===== src/rtl/fetch_sequencer.sv =====
// fetch_sequencer: owns the PC, picks the next fetch address and issues stack micro-ops for interrupt, CALL, RET and RTI.
// Define INT_NEST_MASK_EN to mask nested interrupts inside an ISR and latch requests that arrive while masked or busy.
module fetch_sequencer #(
  parameter logic [31:0] RESET_PC   = 32'h0000_001F,
  parameter logic [31:0] INT_VECTOR = 32'h0000_0000,
  parameter int          OP_W       = 5
) (
  input  logic        clk,
  input  logic        rst,
  input  logic        freeze,
  input  logic [15:0] mem_rdata,
  output logic [31:0] pc,
  output logic [15:0] instr_out,
  input  logic        interrupt,
  input  logic        jump_occured,
  input  logic [15:0] jump_to,
  input  logic        direct_jump,
  input  logic [15:0] direct_jump_to,
  output logic [2:0]  call_reg_sel,
  input  logic [15:0] call_target,
  output logic [2:0]  stack_op,
  output logic [15:0] push_data,
  input  logic        stack_rvalid,
  input  logic [15:0] stack_rdata,
  output logic        busy
);
  typedef enum logic [2:0] {S_FETCH, S_INT_LO, S_INT_FLAGS, S_CALL_LO, S_CALL_JMP, S_POP_LO, S_POP_HI, S_WAIT} state_e;
  localparam logic [15:0] PUSH = {5'd8, 11'd0};
  localparam logic [15:0] POP  = {5'd11, 11'd0};
  state_e state_q;
  logic [31:0] pc_q, pc_inc;
  logic [15:0] instr_q, push_q, lo_q;
  logic [2:0] sel_q, stack_op_q, prev_f;
  logic skip_q, got_lo_q, hazard, int_req;
  logic [OP_W-1:0] op, prev_op;
  assign pc_inc = pc_q + 32'd1;
  assign op = mem_rdata[15 -: OP_W];
  assign prev_op = instr_q[15 -: OP_W];
  // loads name their destination in [7:5], opcode 9 in [10:8]
  assign prev_f = (prev_op == OP_W'(10)) ? instr_q[7:5] : instr_q[10:8];
  assign hazard = (prev_op == OP_W'(10) || prev_op == OP_W'(9)) &&
                  (prev_f == mem_rdata[7:5] || prev_f == mem_rdata[10:8]);
`ifdef INT_NEST_MASK_EN
  logic in_isr_q, int_pend_q, rti_q;
  assign int_req = (interrupt | int_pend_q) & ~in_isr_q;
`else
  assign int_req = interrupt;
`endif
  always_ff @(posedge clk) begin
    if (rst) begin
      state_q <= S_FETCH;
      pc_q <= RESET_PC;
      instr_q <= '0;
      stack_op_q <= '0;
      push_q <= '0;
      sel_q <= '0;
      lo_q <= '0;
      skip_q <= 1'b0;
      got_lo_q <= 1'b0;
`ifdef INT_NEST_MASK_EN
      in_isr_q <= 1'b0;
      int_pend_q <= 1'b0;
      rti_q <= 1'b0;
`endif
    end else if (freeze) begin
      instr_q <= '0;
      stack_op_q <= '0;
    end else begin
      instr_q <= '0;
      stack_op_q <= '0;
`ifdef INT_NEST_MASK_EN
      if (interrupt && (in_isr_q || state_q != S_FETCH)) int_pend_q <= 1'b1;
`endif
      case (state_q)
        S_FETCH: begin
          if (jump_occured) pc_q <= {16'b0, jump_to};
          else if (direct_jump) pc_q <= {16'b0, direct_jump_to};
          else if (int_req) begin
            instr_q <= PUSH;
            stack_op_q <= 3'd1;
            push_q <= pc_q[31:16];
            state_q <= S_INT_LO;
`ifdef INT_NEST_MASK_EN
            in_isr_q <= 1'b1;
            int_pend_q <= 1'b0;
`endif
          end else if (op == OP_W'(20)) begin
            instr_q <= PUSH;
            stack_op_q <= 3'd1;
            push_q <= pc_inc[31:16];
            sel_q <= mem_rdata[10:8];
            state_q <= S_CALL_LO;
          end else if (op == OP_W'(21) || op == OP_W'(22)) begin
            instr_q <= POP;
            stack_op_q <= (op == OP_W'(22)) ? 3'd4 : 3'd2;
            skip_q <= (op == OP_W'(22));
            got_lo_q <= 1'b0;
            state_q <= (op == OP_W'(22)) ? S_POP_LO : S_POP_HI;
`ifdef INT_NEST_MASK_EN
            rti_q <= (op == OP_W'(22));
`endif
          end else if (!hazard) begin
            instr_q <= mem_rdata;
            pc_q <= pc_inc;
          end
        end
        S_INT_LO: begin
          instr_q <= PUSH;
          stack_op_q <= 3'd1;
          push_q <= pc_q[15:0];
          state_q <= S_INT_FLAGS;
        end
        S_INT_FLAGS: begin
          stack_op_q <= 3'd3;
          pc_q <= INT_VECTOR;
          state_q <= S_FETCH;
        end
        S_CALL_LO: begin
          instr_q <= PUSH;
          stack_op_q <= 3'd1;
          push_q <= pc_inc[15:0];
          state_q <= S_CALL_JMP;
        end
        S_CALL_JMP: begin
          pc_q <= {16'b0, call_target};
          state_q <= S_FETCH;
        end
        default: begin
          if (state_q != S_WAIT) begin
            instr_q <= POP;
            stack_op_q <= 3'd2;
            state_q <= (state_q == S_POP_LO) ? S_POP_HI : S_WAIT;
          end
          // responses may land while pops are still issuing: flags (RTI), then lo, then hi
          if (stack_rvalid) begin
            if (skip_q) skip_q <= 1'b0;
            else if (!got_lo_q) begin
              lo_q <= stack_rdata;
              got_lo_q <= 1'b1;
            end else begin
              pc_q <= {stack_rdata, lo_q};
              state_q <= S_FETCH;
`ifdef INT_NEST_MASK_EN
              if (rti_q) in_isr_q <= 1'b0;
`endif
            end
          end
        end
      endcase
    end
  end
  assign pc = pc_q;
  assign instr_out = instr_q;
  assign stack_op = stack_op_q;
  assign push_data = push_q;
  assign call_reg_sel = sel_q;
  assign busy = (state_q != S_FETCH);
endmodule


===== config.mk =====
export PLATFORM = sky130hd
export DESIGN_NAME = fetch_sequencer
export DESIGN_NICKNAME = d
export VERILOG_FILES = /design/src/rtl/fetch_sequencer.sv
export SDC_FILE = /design/constraint.sdc
export NUM_CORES = 1
export LEC_CHECK = 0
export CAP_MARGIN = 20
export CORE_ASPECT_RATIO = 2
export CORE_MARGIN = 3
export CORE_UTILIZATION = 49
export CTS_CLUSTER_DIAMETER = 30
export DETAILED_ROUTE_END_ITERATION = 10
export PLACE_DENSITY = 0.91
export SLEW_MARGIN = 20
export SYNTH_ARGS = -nofsm -noshare
export SYNTH_HDL_FRONTEND = slang
export SYNTH_SLANG_ARGS = --single-unit

===== constraint.sdc =====
create_clock -name clk -period 4.71 [get_ports clk]
set_clock_uncertainty 0.1 [all_clocks]
set_input_delay 1.413 -clock clk [delete_from_list [all_inputs] [get_ports clk]]
set_output_delay 1.413 -clock clk [all_outputs]
set_load 0.02 [all_outputs]

==> impl_metrics.py, run 1 <==
metrics = {
    "worst_setup_path": {
        "cp-start-kind": "primary input",
        "r2r_setup_slack_ns": 1.72,
        "crit_path_top_delay_cell": "clkdlybuf4s50_1",
        "crit_start": "mem_rdata[9]",
        "max_stage_delay_ns": 0.50,
        "reg2reg_to": "push_data[2]",
        "path_max_fanout": 13,
        "end_kind": "register",
        "rr_startpoint": "pc[0]",
        "reg2regPathDepth": 8,
        "criticalPathCategory": "primary input to register",
        "crit_required_ns": 4.82,
        "worstPathArrival_ns": 3.86,
        "worstSetupEndpoint": "pc[16]",
        "path_cells": "clkdlybuf4s50_1 -> inv_1 -> a221oi_1 -> o2111ai_1 -> a22o_1 -> and3_1 -> o21ai_2 -> o21ai_0",
    },
    "route": {
        "wirelength_um": 21690,
        "vias_per_cell": 6.459,
        "drtIter0Drc": 732,
        "first_pass_iters": 8,
        "drc_errors": 0,
        "vias": 6588,
        "postRouteAntennaNets": 0,
        "wl_per_cell_um": 21.27,
    },
    "grt": {
        "grt_max_degree": 58,
        "antenna_found_initial": 0,
        "grt_pass1_wl_um": 34180,
        "grt_pass1_vias": 6449,
        "grt-ovfl-total": 0,
        "grt_use_total": 0.3198,
    },
    "layout": {
        "design_area_um2": 7767,
        "drive_above_1_share": 0.06834,
        "area_growth_pct": 32.65,
        "fillCellCount": 895,
        "fin_util": 0.6759,
        "mostFrequentLayoutCell": "clkdlybuf4s50_1",
        "most-common-layout-cells": "clkdlybuf4s50_1 (156), dfxtp_1 (91), nand2_1 (75)",
        "final_cell_count_no_fill": 1020,
        "diodes": 0,
        "nets": 961,
    },
    "power_and_ir_drop": {
        "p_per_area_nw_per_um2": 290.3,
        "p_leak_nw": 2.851,
        "irDropWorstVdd_v": 0.0002832,
    },
    "clock_tree": {
        "post-cts-setup-buffers": 0,
        "cts_buffers": 9,
        "clockRootBuffer": "clkbuf_16",
        "tritoncts": "yes",
        "clkLatencyLatePin_ns": 0.35,
        "clk_pin_slew_ns": 0.07,
        "post_cts_resize_count": 0,
        "cts_hold_buf": 0,
        "htree_num_levels": 3,
        "cts_buffer_depth": 2,
        "cts.sinks": 91,
    },
    "synthesis": {
        "synthTopCellsByArea": "dfxtp_1 (31%), a21oi_1 (5.5%), mux2i_1 (5.0%)",
        "synthCells": 747,
        "synth_cell_types": 69,
        "synth-edff-count": 0,
        "seq_area_frac_synth": 0.3111,
        "synth.top_cell.area_share": 0.3111,
        "ys_warn_count": 0,
        "syn_area_um2": 5856,
        "synth-async-reset-ratio": 0,
        "synth_fp_nets": 835,
        "ys_ff_latch": 91,
        "ys.flop_type": "dfxtp_1",
        "synth_top_cell_by_area": "dfxtp_1",
        "syn_avg_cell_area_um2": 7.839,
    },
    "timing": {
        "finalSetupTns_ns": 0,
        "worstMarginPinSlew_ns": 1.008,
        "relSlewSlack": 0.3263,
        "finalHoldViolCount": 0,
        "slew_viol_final": 0,
        "finalCriticalPeriod_ns": 3.751,
        "setup_viol": 0,
        "hold_slack_ns": 0.3708,
        "max_freq_ghz": 0.2666,
        "period_share": 0.7965,
        "rsz0062_at_grt": "no",
    },
    "floorplanning": {
        "core-area_um2": 11490,
        "die_w_um": 83.30,
        "start_util": 0.5095,
        "die_area_um2": 13380,
        "io_pins": 158,
        "rows": 55,
        "die_h_um": 160.6,
    },
    "placement": {
        "io_buffers": 157,
        "globalplace.congestion": 1.009,
        "dpl.hpwl_um": 15980,
        "detailed_place.area_um2": 7451,
        "place_inst": 1004,
    },
    "flow_run": {
        "maxCapViolations": 0,
    },
    "outcome": {
        "status": "finished, final reports clean",
    },
    "hold_path": {
        "hp-class": "register to register",
    },
}
## per-layer routing
| layer | routed length [um] | vias up | GRT usage | share of wire |
|---|---|---|---|---|
| li1 | - | 2969 | - | - |
| met3 | 1812 | 120 | 0.05903 | 0.084 |
| met4 | 2040 | 0 | 0.2589 | 0.094 |
| met2 | 10610 | 435 | 0.5431 | 0.49 |
| met5 | 0 | - | 0 | 0 |
| met1 | 7224 | 3064 | 0.3398 | 0.33 |
## power by group
| part | total (mW) | leakage, nW | switching, mW | internal (mW) |
|---|---|---|---|---|
| Clock | 0.783 | 0.156 | 0.319 | 0.464 |
| Sequential | 0.870 | 0.737 | 0.0688 | 0.801 |
| Combinational | 0.603 | 1.96 | 0.345 | 0.258 |
| Total | 2.25 | 2.85 | 0.733 | 1.52 |
## worst min path at each step
stage               cells after the start  slack (ns)            end          start
floorplan                               2        0.36        lo_q[7]        lo_q[7]
global placement                        1        0.35   push_data[8]   push_data[8]
detailed placement                      2        0.36  push_data[14]  push_data[14]
CTS                                     2        0.37  push_data[10]  push_data[10]
global route                            1        0.39   push_data[7]   push_data[7]
finish                                  2        0.37  push_data[10]  push_data[10]
## per-stage QoR
step / power, mW / setup WS [ns]
after floorplan: 1.225 / 1.700
after global placement: 1.460 / 0.8010
after CTS: 2.234 / 1.035
after global routing: 2.321 / 0.7960
final: 2.255 / 0.9586
after detailed placement: 1.469 / 0.7031
## final cells by class
class,count,area [um^2],share of cell area
multi-input combinational,578,3686,0.4745
sequential,91,1822,0.2345
timing repair buffer,173,1690,0.2176
clock buffer,9,225.2,0.02899
tap,142,177.7,0.02287
clock inverter,7,91.34,0.01176
inverter,20,75.07,0.009665
## kinds of logic after synthesis
kind of cell               synth area share
AOI/OAI and AO/OA                    0.2368
xor gates and xnor gates            0.07030
adders and majority gates          0.002136
buffers and inverters               0.05940
DFF                                  0.3111
muxes                               0.04957
and+or+nand+nor                      0.2707
## critical path: cells and delay by family
kind | cells | cell delay (ns)
AOI/OAI and AO/OA | 5 | 1.51
and+or+nand+nor | 1 | 0.33
buffers and inverters | 2 | 0.60
## flip-flops by register name (all words and copies together) (netlist names)
name,cells
got_lo_q,1
push_data,16
pc,32
instr_out,16
stack_op,3
skip_q,1
state_q,3
lo_q,16
call_reg_sel,3
## synthesized netlist by cell type, types with 4 or more instances
| library cell | number |
|---|---|
| dfxtp_1 | 91 |
| nand2_1 | 75 |
| nor2_1 | 65 |
| a21oi_1 | 64 |
| o21ai_0 | 46 |
| nand3_1 | 30 |
| mux2i_1 | 29 |
| clkbuf_1 | 27 |
| xnor2_1 | 27 |
| nor3_1 | 24 |
| inv_1 | 20 |
| xor2_1 | 20 |
| buf_2 | 17 |
| and2_1 | 15 |
| a22o_1 | 14 |
| o211ai_1 | 14 |
| nand4_1 | 11 |
| a32o_1 | 10 |
| nor4_1 | 10 |
| buf_4 | 9 |
| nand2b_1 | 7 |
| nor2b_1 | 7 |
| nor3_2 | 6 |
| a211oi_1 | 5 |
| a221o_1 | 5 |
| a22oi_1 | 5 |
| buf_1 | 5 |
| o311ai_0 | 5 |
| o31ai_1 | 5 |
| or3_1 | 5 |
| a21o_1 | 4 |
| and3_1 | 4 |
| and4_1 | 4 |
| nor3b_1 | 4 |
(Power assumes the default switching activity.)
==> run 2: changes to the inputs <==
==> constraint.sdc (replaced) <==
create_clock -name clk -period 3.7 [get_ports clk]
set_clock_uncertainty 0.1 [all_clocks]
set_input_delay 1.11 -clock clk [delete_from_list [all_inputs] [get_ports clk]]
set_output_delay 1.11 -clock clk [all_outputs]
set_load 0.02 [all_outputs]
==> impl_metrics.py, run 2 (same netlist as run 1, synthesis figures left out) <==
metrics = {
    "layout": {
        "nets": 980,
        "area_growth_pct": 35.41,
        "diodes": 0,
        "largest_register_ff_count": 32,
        "final_cell_count_no_fill": 1038,
        "mostFrequentLayoutCell": "clkdlybuf4s50_1",
        "fin_util": 0.6899,
        "drive_above_1_share": 0.08705,
        "most-common-layout-cells": "clkdlybuf4s50_1 (156), dfxtp_1 (91), nand2_1 (75)",
    },
    "route": {
        "first_pass_iters": 7,
        "vias_per_cell": 6.465,
        "postRouteAntennaNets": 0,
        "vias": 6711,
        "drc_errors": 0,
        "wl_per_cell_um": 21.62,
        "wirelength_um": 22440,
        "drtIter0Drc": 762,
    },
    "clock_tree": {
        "cts_buffer_depth": 2,
        "tritoncts": "yes",
        "clockRootBuffer": "clkbuf_16",
        "cts_buffers": 9,
        "cts_hold_buf": 0,
        "clkLatencyLatePin_ns": 0.34,
        "clk_pin_slew_ns": 0.06,
        "post_cts_resize_count": 0,
        "post-cts-setup-buffers": 0,
        "cts.sinks": 91,
        "htree_num_levels": 3,
    },
    "power_and_ir_drop": {
        "irDropWorstVdd_v": 0.0002428,
        "p_per_area_nw_per_um2": 369.1,
        "p_leak_nw": 2.954,
    },
    "floorplanning": {
        "io_pins": 158,
        "die_w_um": 83.30,
        "start_util": 0.5095,
        "die_h_um": 160.6,
        "core-area_um2": 11490,
        "rows": 55,
        "die_area_um2": 13380,
    },
    "grt": {
        "grt-ovfl-total": 0,
        "antenna_found_initial": 0,
        "grt_max_degree": 40,
        "grt_use_total": 0.3303,
        "grt_pass1_vias": 6745,
        "grt_pass1_wl_um": 35200,
    },
    "worst_setup_path": {
        "crit_start": "mem_rdata[9]",
        "criticalPathCategory": "primary input to register",
        "worstPathArrival_ns": 3.46,
        "path_max_fanout": 13,
        "rr_startpoint": "pc[1]",
        "crit_required_ns": 3.81,
        "cp-start-kind": "primary input",
        "end_kind": "register",
    },
    "timing": {
        "worstMarginPinSlew_ns": 0.9105,
        "hold_slack_ns": 0.3709,
        "finalSetupTns_ns": 0,
        "period_share": 0.9074,
        "finalCriticalPeriod_ns": 3.357,
        "setup_viol": 0,
        "finalHoldViolCount": 0,
        "slew_viol_final": 0,
        "rsz0062_at_grt": "no",
        "relSlewSlack": 0.3914,
        "max_freq_ghz": 0.2978,
    },
    "placement": {
        "place_inst": 1023,
        "globalplace.congestion": 0.9993,
        "io_buffers": 157,
        "dpl.hpwl_um": 16830,
    },
    "hold_path": {
        "hp-class": "register to register",
        "min_from": "push_data[7]",
    },
    "outcome": {
        "status": "finished, final reports clean",
    },
    "flow_run": {
        "maxCapViolations": 0,
    },
}
-- run 2: stage by stage --
| stage | total power [mW] | setup slack, ns | cell area (um^2) |
|---|---|---|---|
| final | 2.927 | 0.3426 | 7929 |
| after global routing | 3.020 | 0.2668 | 7929 |
| after CTS | 2.905 | 0.3940 | 7929 |
| after detailed placement | 1.910 | 0.07417 | 7602 |
| after global placement | 1.902 | 0.2509 | 7602 |
| after floorplan | 1.559 | 0.9928 | 5856 |
-- run 2: metal layers --
layer | wire, um | track usage
met1 | 7537 | 0.3480
met2 | 11330 | 0.5757
met3 | 1662 | 0.04979
met4 | 1903 | 0.2612
met5 | 0 | 0
-- run 2: final cells by class --
| cell class | count | area [um^2] |
|---|---|---|
| Multi-Input combinational cell | 578 | 3686 |
| Fill cell | 904 | 3563 |
| Timing Repair Buffer | 192 | 1842 |
| Sequential cell | 91 | 1822 |
| Clock buffer | 11 | 252.7 |
| Tap cell | 142 | 177.7 |
| Inverter | 20 | 75.07 |
| Clock inverter | 4 | 73.82 |
-- run 2: where the power goes --
group          internal, mW  switching [mW]
combinational         0.352           0.476
sequential             1.02          0.0669
clock                 0.625           0.387
-- run 2: worst paths after layout --
path | end | cells after the start | slack [ns]
worst max register to register | push_data[2] | 9 | 0.93
worst min-delay path | push_data[7] | 1 | 0.37
worst min register to register | push_data[7] | 1 | 0.37
worst max-delay path | pc[20] | 9 | 0.34
-- run 2: critical path, stage by stage --
cell,delay (ns)
clkdlybuf4s50_1,0.50
inv_1,0.10
a221oi_1,0.41
o2111ai_1,0.20
a22o_1,0.30
and3_1,0.35
o21ai_2,0.19
buf_4,0.20
o21ai_0,0.12
==> run 3: changes to the inputs <==
--- a/config.mk
+++ b/config.mk
@@ -6,12 +6,14 @@
 export NUM_CORES = 1
 export LEC_CHECK = 0
 export CAP_MARGIN = 20
+export CELL_PAD_IN_SITES_DETAIL_PLACEMENT = 1
+export CELL_PAD_IN_SITES_GLOBAL_PLACEMENT = 1
 export CORE_ASPECT_RATIO = 2
 export CORE_MARGIN = 3
-export CORE_UTILIZATION = 49
+export CORE_UTILIZATION = 35
 export CTS_CLUSTER_DIAMETER = 30
 export DETAILED_ROUTE_END_ITERATION = 10
-export PLACE_DENSITY = 0.91
+export PLACE_DENSITY = 0.9
 export SLEW_MARGIN = 20
 export SYNTH_ARGS = -nofsm -noshare
 export SYNTH_HDL_FRONTEND = slang
==> impl_metrics.py, run 3 (same netlist as run 1, synthesis figures left out) <==
metrics = {
    "placement": {
        "dpl.hpwl_um": 19060,
        "io_buffers": 157,
        "place_ws_ns": 0.1140,
        "globalplace.congestion": 0.8917,
    },
    "clock_tree": {
        "clockRootBuffer": "clkbuf_16",
        "cts_buffers": 9,
        "cts_buffer_depth": 2,
        "post-cts-setup-buffers": 0,
        "clkLatencyLatePin_ns": 0.36,
        "post_cts_resize_count": 0,
        "cts.sinks": 91,
        "tritoncts": "yes",
        "cts_hold_buf": 0,
        "clk_pin_slew_ns": 0.07,
        "htree_num_levels": 3,
    },
    "layout": {
        "most-common-layout-cells": "clkdlybuf4s50_1 (156), dfxtp_1 (91), nand2_1 (75)",
        "largest_register_ff_count": 32,
        "multi_input_area_um2": 3686,
        "diodes": 0,
        "nets": 976,
        "fillCellCount": 2006,
        "seqCellArea_um2": 1822,
        "drive_above_1_share": 0.08399,
        "area_growth_pct": 35.75,
        "mostFrequentLayoutCell": "clkdlybuf4s50_1",
    },
    "route": {
        "highest_layer": "met4",
        "vias_per_cell": 6.066,
        "wirelength_um": 25240,
        "met1_length_um": 8750,
        "met2_length_um": 13010,
        "drtIter0Drc": 461,
        "postRouteAntennaNets": 0,
        "wl_per_cell_um": 23.01,
        "vias": 6654,
        "first_pass_iters": 8,
        "wl_met3_um": 1304,
        "drc_errors": 0,
    },
    "floorplanning": {
        "start_util": 0.3581,
        "die_h_um": 188.9,
        "die_w_um": 97.46,
        "die_area_um2": 18410,
        "rows": 66,
        "core-area_um2": 16350,
        "io_pins": 158,
    },
    "worst_setup_path": {
        "crit_path_top_delay_cell": "clkdlybuf4s50_1",
        "worst-path-buf-inv": 3,
        "path_cells": "clkdlybuf4s50_1 -> inv_1 -> a221oi_1 -> o2111ai_1 -> a22o_1 -> and3_1 -> o21ai_2 -> buf_4 -> o21ai_0",
        "crit_required_ns": 3.82,
        "criticalPathCategory": "primary input to register",
        "max_stage_delay_ns": 0.52,
        "end_kind": "register",
        "cp-start-kind": "primary input",
        "path_max_fanout": 13,
        "cp_top_family": "compound AO/OA/AOI/OAI gates",
        "worstPathArrival_ns": 3.39,
    },
    "power_and_ir_drop": {
        "irDropWorstVdd_v": 0.0001960,
        "p_leak_nw": 2.917,
        "clkPwrFrac": 0.341,
        "p_int_mw": 1.910,
        "p_comb_frac": 0.282,
        "seq_power_share": 0.377,
        "switching_share": 0.3465,
        "p_sw_mw": 1.012,
        "p_per_area_nw_per_um2": 367.6,
    },
    "outcome": {
        "status": "finished, final reports clean",
    },
    "timing": {
        "finalSetupTns_ns": 0,
        "rsz0062_at_grt": "no",
        "setup_viol": 0,
        "slew_viol_final": 0,
        "worstMarginPinSlew_ns": 0.9096,
        "hold_slack_ns": 0.3752,
        "finalHoldViolCount": 0,
        "relSlewSlack": 0.3914,
        "setup_ws_ns": 0.4296,
        "max_freq_ghz": 0.3058,
        "finalCriticalPeriod_ns": 3.270,
        "period_share": 0.8839,
    },
    "grt": {
        "grt-ovfl-total": 0,
        "grt_use_total": 0.2677,
        "grt_pass1_vias": 6984,
        "grt_max_degree": 39,
        "antenna_found_initial": 0,
        "grt_pass1_wl_um": 38850,
    },
    "hold_path": {
        "hp-class": "register to register",
    },
    "flow_run": {
        "maxCapViolations": 0,
    },
}
==> run 3: changes by cell type in the layout (fill, tap and decap cells not counted), sizes merged <==
cell / delta
bufinv: -1
clkbuf: -1
inv: +2
buf: -4
clkinvlp: +1
==> run 3: worst paths after layout <==
check | cells after the start | slack [ns] | endpoint | start
max | 9 | 0.43 | pc[20] | mem_rdata[9]
min | 2 | 0.38 | push_data[10] | push_data[10]
max reg2reg | 8 | 0.71 | push_data[2] | pc[1]
min reg2reg | 2 | 0.38 | push_data[10] | push_data[10]
==> run 3: through the flow <==
stage | area, um^2 | utilization | cells | total power [mW]
2_1_floorplan | 5856 | - | 747 | 1.559
3_3_place_gp | 7637 | 0.4671 | 1081 | 1.907
3_5_place_dp | 7637 | 0.4671 | 1081 | 1.922
4_1_cts | 7949 | 0.4861 | 1097 | 2.898
5_1_grt | 7949 | 0.4861 | 1097 | 3.012
6_report | 7949 | 0.4861 | 1097 | 2.922
==> run 3: per-layer routing <==
metal,GRT usage,vias to the layer above
met5,0,-
met4,0.2133,0
met3,0.03282,96
met2,0.4818,333
met1,0.2737,3233
li1,-,2992
==> run 3: layout make-up <==
class | count | share of cell area
Clock buffer | 10 | 0.03006
Tap cell | 204 | 0.03211
Sequential cell | 91 | 0.2292
Inverter | 20 | 0.009444
Clock inverter | 6 | 0.009130
Timing Repair Buffer | 188 | 0.2264
Multi-Input combinational cell | 578 | 0.4637
==> run 3: power groups by stage <==
stage               sequential, mW  combinational [mW]  clock (mW)
detailed placement            1.12               0.803           0
global placement              1.12               0.790           0
finish                        1.10               0.824       0.997
global route                  1.10               0.874        1.03
floorplan                     1.12               0.438           0
CTS                           1.10               0.814       0.986
==> run 3: worst register-to-register path: cells and delay by family (launching register included) <==
kind            cells  cell delay (ns)
simple gates        4             1.33
flops               1             0.51
fa+ha+maj           1             0.37
compound gates      2             0.36
xor+xnor            1             0.21
==> patch (flow settings as in run 2) <==
Encoding of `state_e`: now one-hot (8 bits for 8 states).
--- a/src/rtl/fetch_sequencer.sv
+++ b/src/rtl/fetch_sequencer.sv
@@ -25,5 +25,5 @@
   output logic        busy
 );
-  typedef enum logic [2:0] {S_FETCH, S_INT_LO, S_INT_FLAGS, S_CALL_LO, S_CALL_JMP, S_POP_LO, S_POP_HI, S_WAIT} state_e;
+  typedef enum logic [7:0] {S_FETCH = 8'b00000001, S_INT_LO = 8'b00000010, S_INT_FLAGS = 8'b00000100, S_CALL_LO = 8'b00001000, S_CALL_JMP = 8'b00010000, S_POP_LO = 8'b00100000, S_POP_HI = 8'b01000000, S_WAIT = 8'b10000000} state_e;
   localparam logic [15:0] PUSH = {5'd8, 11'd0};
   localparam logic [15:0] POP  = {5'd11, 11'd0};
Formal check against the unedited RTL: same outputs for any inputs over 4 cycles, from zero or initial values and one cycle with rst high; so few cycles prove little.
==> patch against run 2 <==
  * Sequential cell count rose by 5
  * Worst setup slack improved by 0.13 ns
  * Die area rose by 2.6%
  * Via count fell by 0.72%
  * Cell area rose by 2.1%
  * Non-clock buffer count rose by 3
  * Synthesized area rose by 2.7%
  * Synthesized cell count fell by 1.3%
  * Utilization fell by 0.66 points
  * Routed wire length rose by 9.3%
Power is not compared: it rests on default switching activity, and its combinational part moved more than twofold at a synthesized area within 25%.
==> patch: results (changes against run 2) <==
outcome:
  outcome: "complete, no violations"  # unchanged
worst_hold_path:
  min_to: "skip_q$_SDFFE_PP0P_"  # was push_data[7]$_SDFFE_PP0P_
  whs_path_depth: 2  # was 1
  worstHoldStart: "skip_q$_SDFFE_PP0P_"  # was push_data[7]$_SDFFE_PP0P_
routing:
  drtIter0Drc: 556  # was 762
  routedWlPerCell_um: 23.66  # was 21.62 um
  postRouteWirelength_um: 24510  # was 22440 um
  firstDrtPassIters: 5  # was 7
  wl_met3_um: 1417  # was 1662 um
  wl_met1_um: 8020  # was 7537 um
  vias: 6663  # was 6711
sta:
  fmax_mhz: 309.5  # was 297.8 MHz
placed_design:
  post_dp_cell_area_sq_mm: 0.007792  # was 0.007602 sq mm
  preCtsSetupSlack_ns: 0.1329  # was 0.07417 ns
  gp_congestion: 1.027  # was 0.9993
  dpl.hpwl_um: 18900  # was 16830 um
  dp_cells: 1020  # was 1023
global_route:
  grtUsageTotal_pct: 35.44  # was 33.03%
  grt_pass1_wl_um: 37180  # was 35200 um
  use_met1_pct: 35.34  # was 34.80%
  grt_max_degree: 37  # was 40
  use_met3_pct: 4.354  # was 4.979%
synth:
  synthXorXnorAreaFrac_pct: 4.805  # was 7.030%
  yosys-top-cells-count: "dfxtp_1 (96), a21oi_1 (62), nand2_1 (57), nor2_1 (53), o21ai_0 (52)"  # was dfxtp_1 (91), nand2_1 (75), nor2_1 (65), a21oi_1 (64), o21ai_0 (46)
  yosysSeqAreaShare_pct: 31.95  # was 31.11%
  synth_mux_area_share_pct: 4.493  # was 4.957%
  synthDistinctLibCells: 86  # was 69
  syn_avg_cell_area_sq_um: 8.161  # was 7.839 sq um
setup_path:
  worstSetupEndpoint: "pc[17]$_SDFFE_PP0P_"  # was pc[20]$_SDFFE_PP0P_
  worstPathArrival_ns: 3.36  # was 3.46 ns
  rr_endpoint: "push_data[8]$_SDFFE_PP0P_"  # was push_data[2]$_SDFFE_PP0P_
final_layout:
  drive_gt1_share_pct: 12.68  # was 8.705%
  nets: 974  # was 980
patch: cell count changes in the layout (fill, tap and decap cells not counted), sizes merged, moves of 7 or more:
cell and delta:
nor2 -10, a22o -12, nand2 -19, a31oi +13
nand3 -10, o21ai +18, a211oi +7, xnor2 -16
and3 +8, a221oi +8
patch: layout make-up:
cell class	count	area, sq um
Multi-Input combinational cell	568	3752
Fill cell	975	3750
Sequential cell	96	1922
Inverter	16	60.06
Timing Repair Buffer	195	1877
Clock buffer	10	239.0
Tap cell	145	181.4
Clock inverter	6	60.06
patch: power groups by stage:
stage / combinational, uW / clock [uW] / sequential, uW
final: 2270 / 948 / 1540
after global routing: 2400 / 991 / 1560
after CTS: 2230 / 954 / 1520
after detailed placement: 2210 / 0 / 1540
after global placement: 2180 / 0 / 1540
after floorplan: 1240 / 0 / 1590
patch: critical path, delay by kind of cell:
kind            cells  cell delay (ns)
buf+inv             2             0.78
simple gates        1             0.27
compound gates      5             1.20
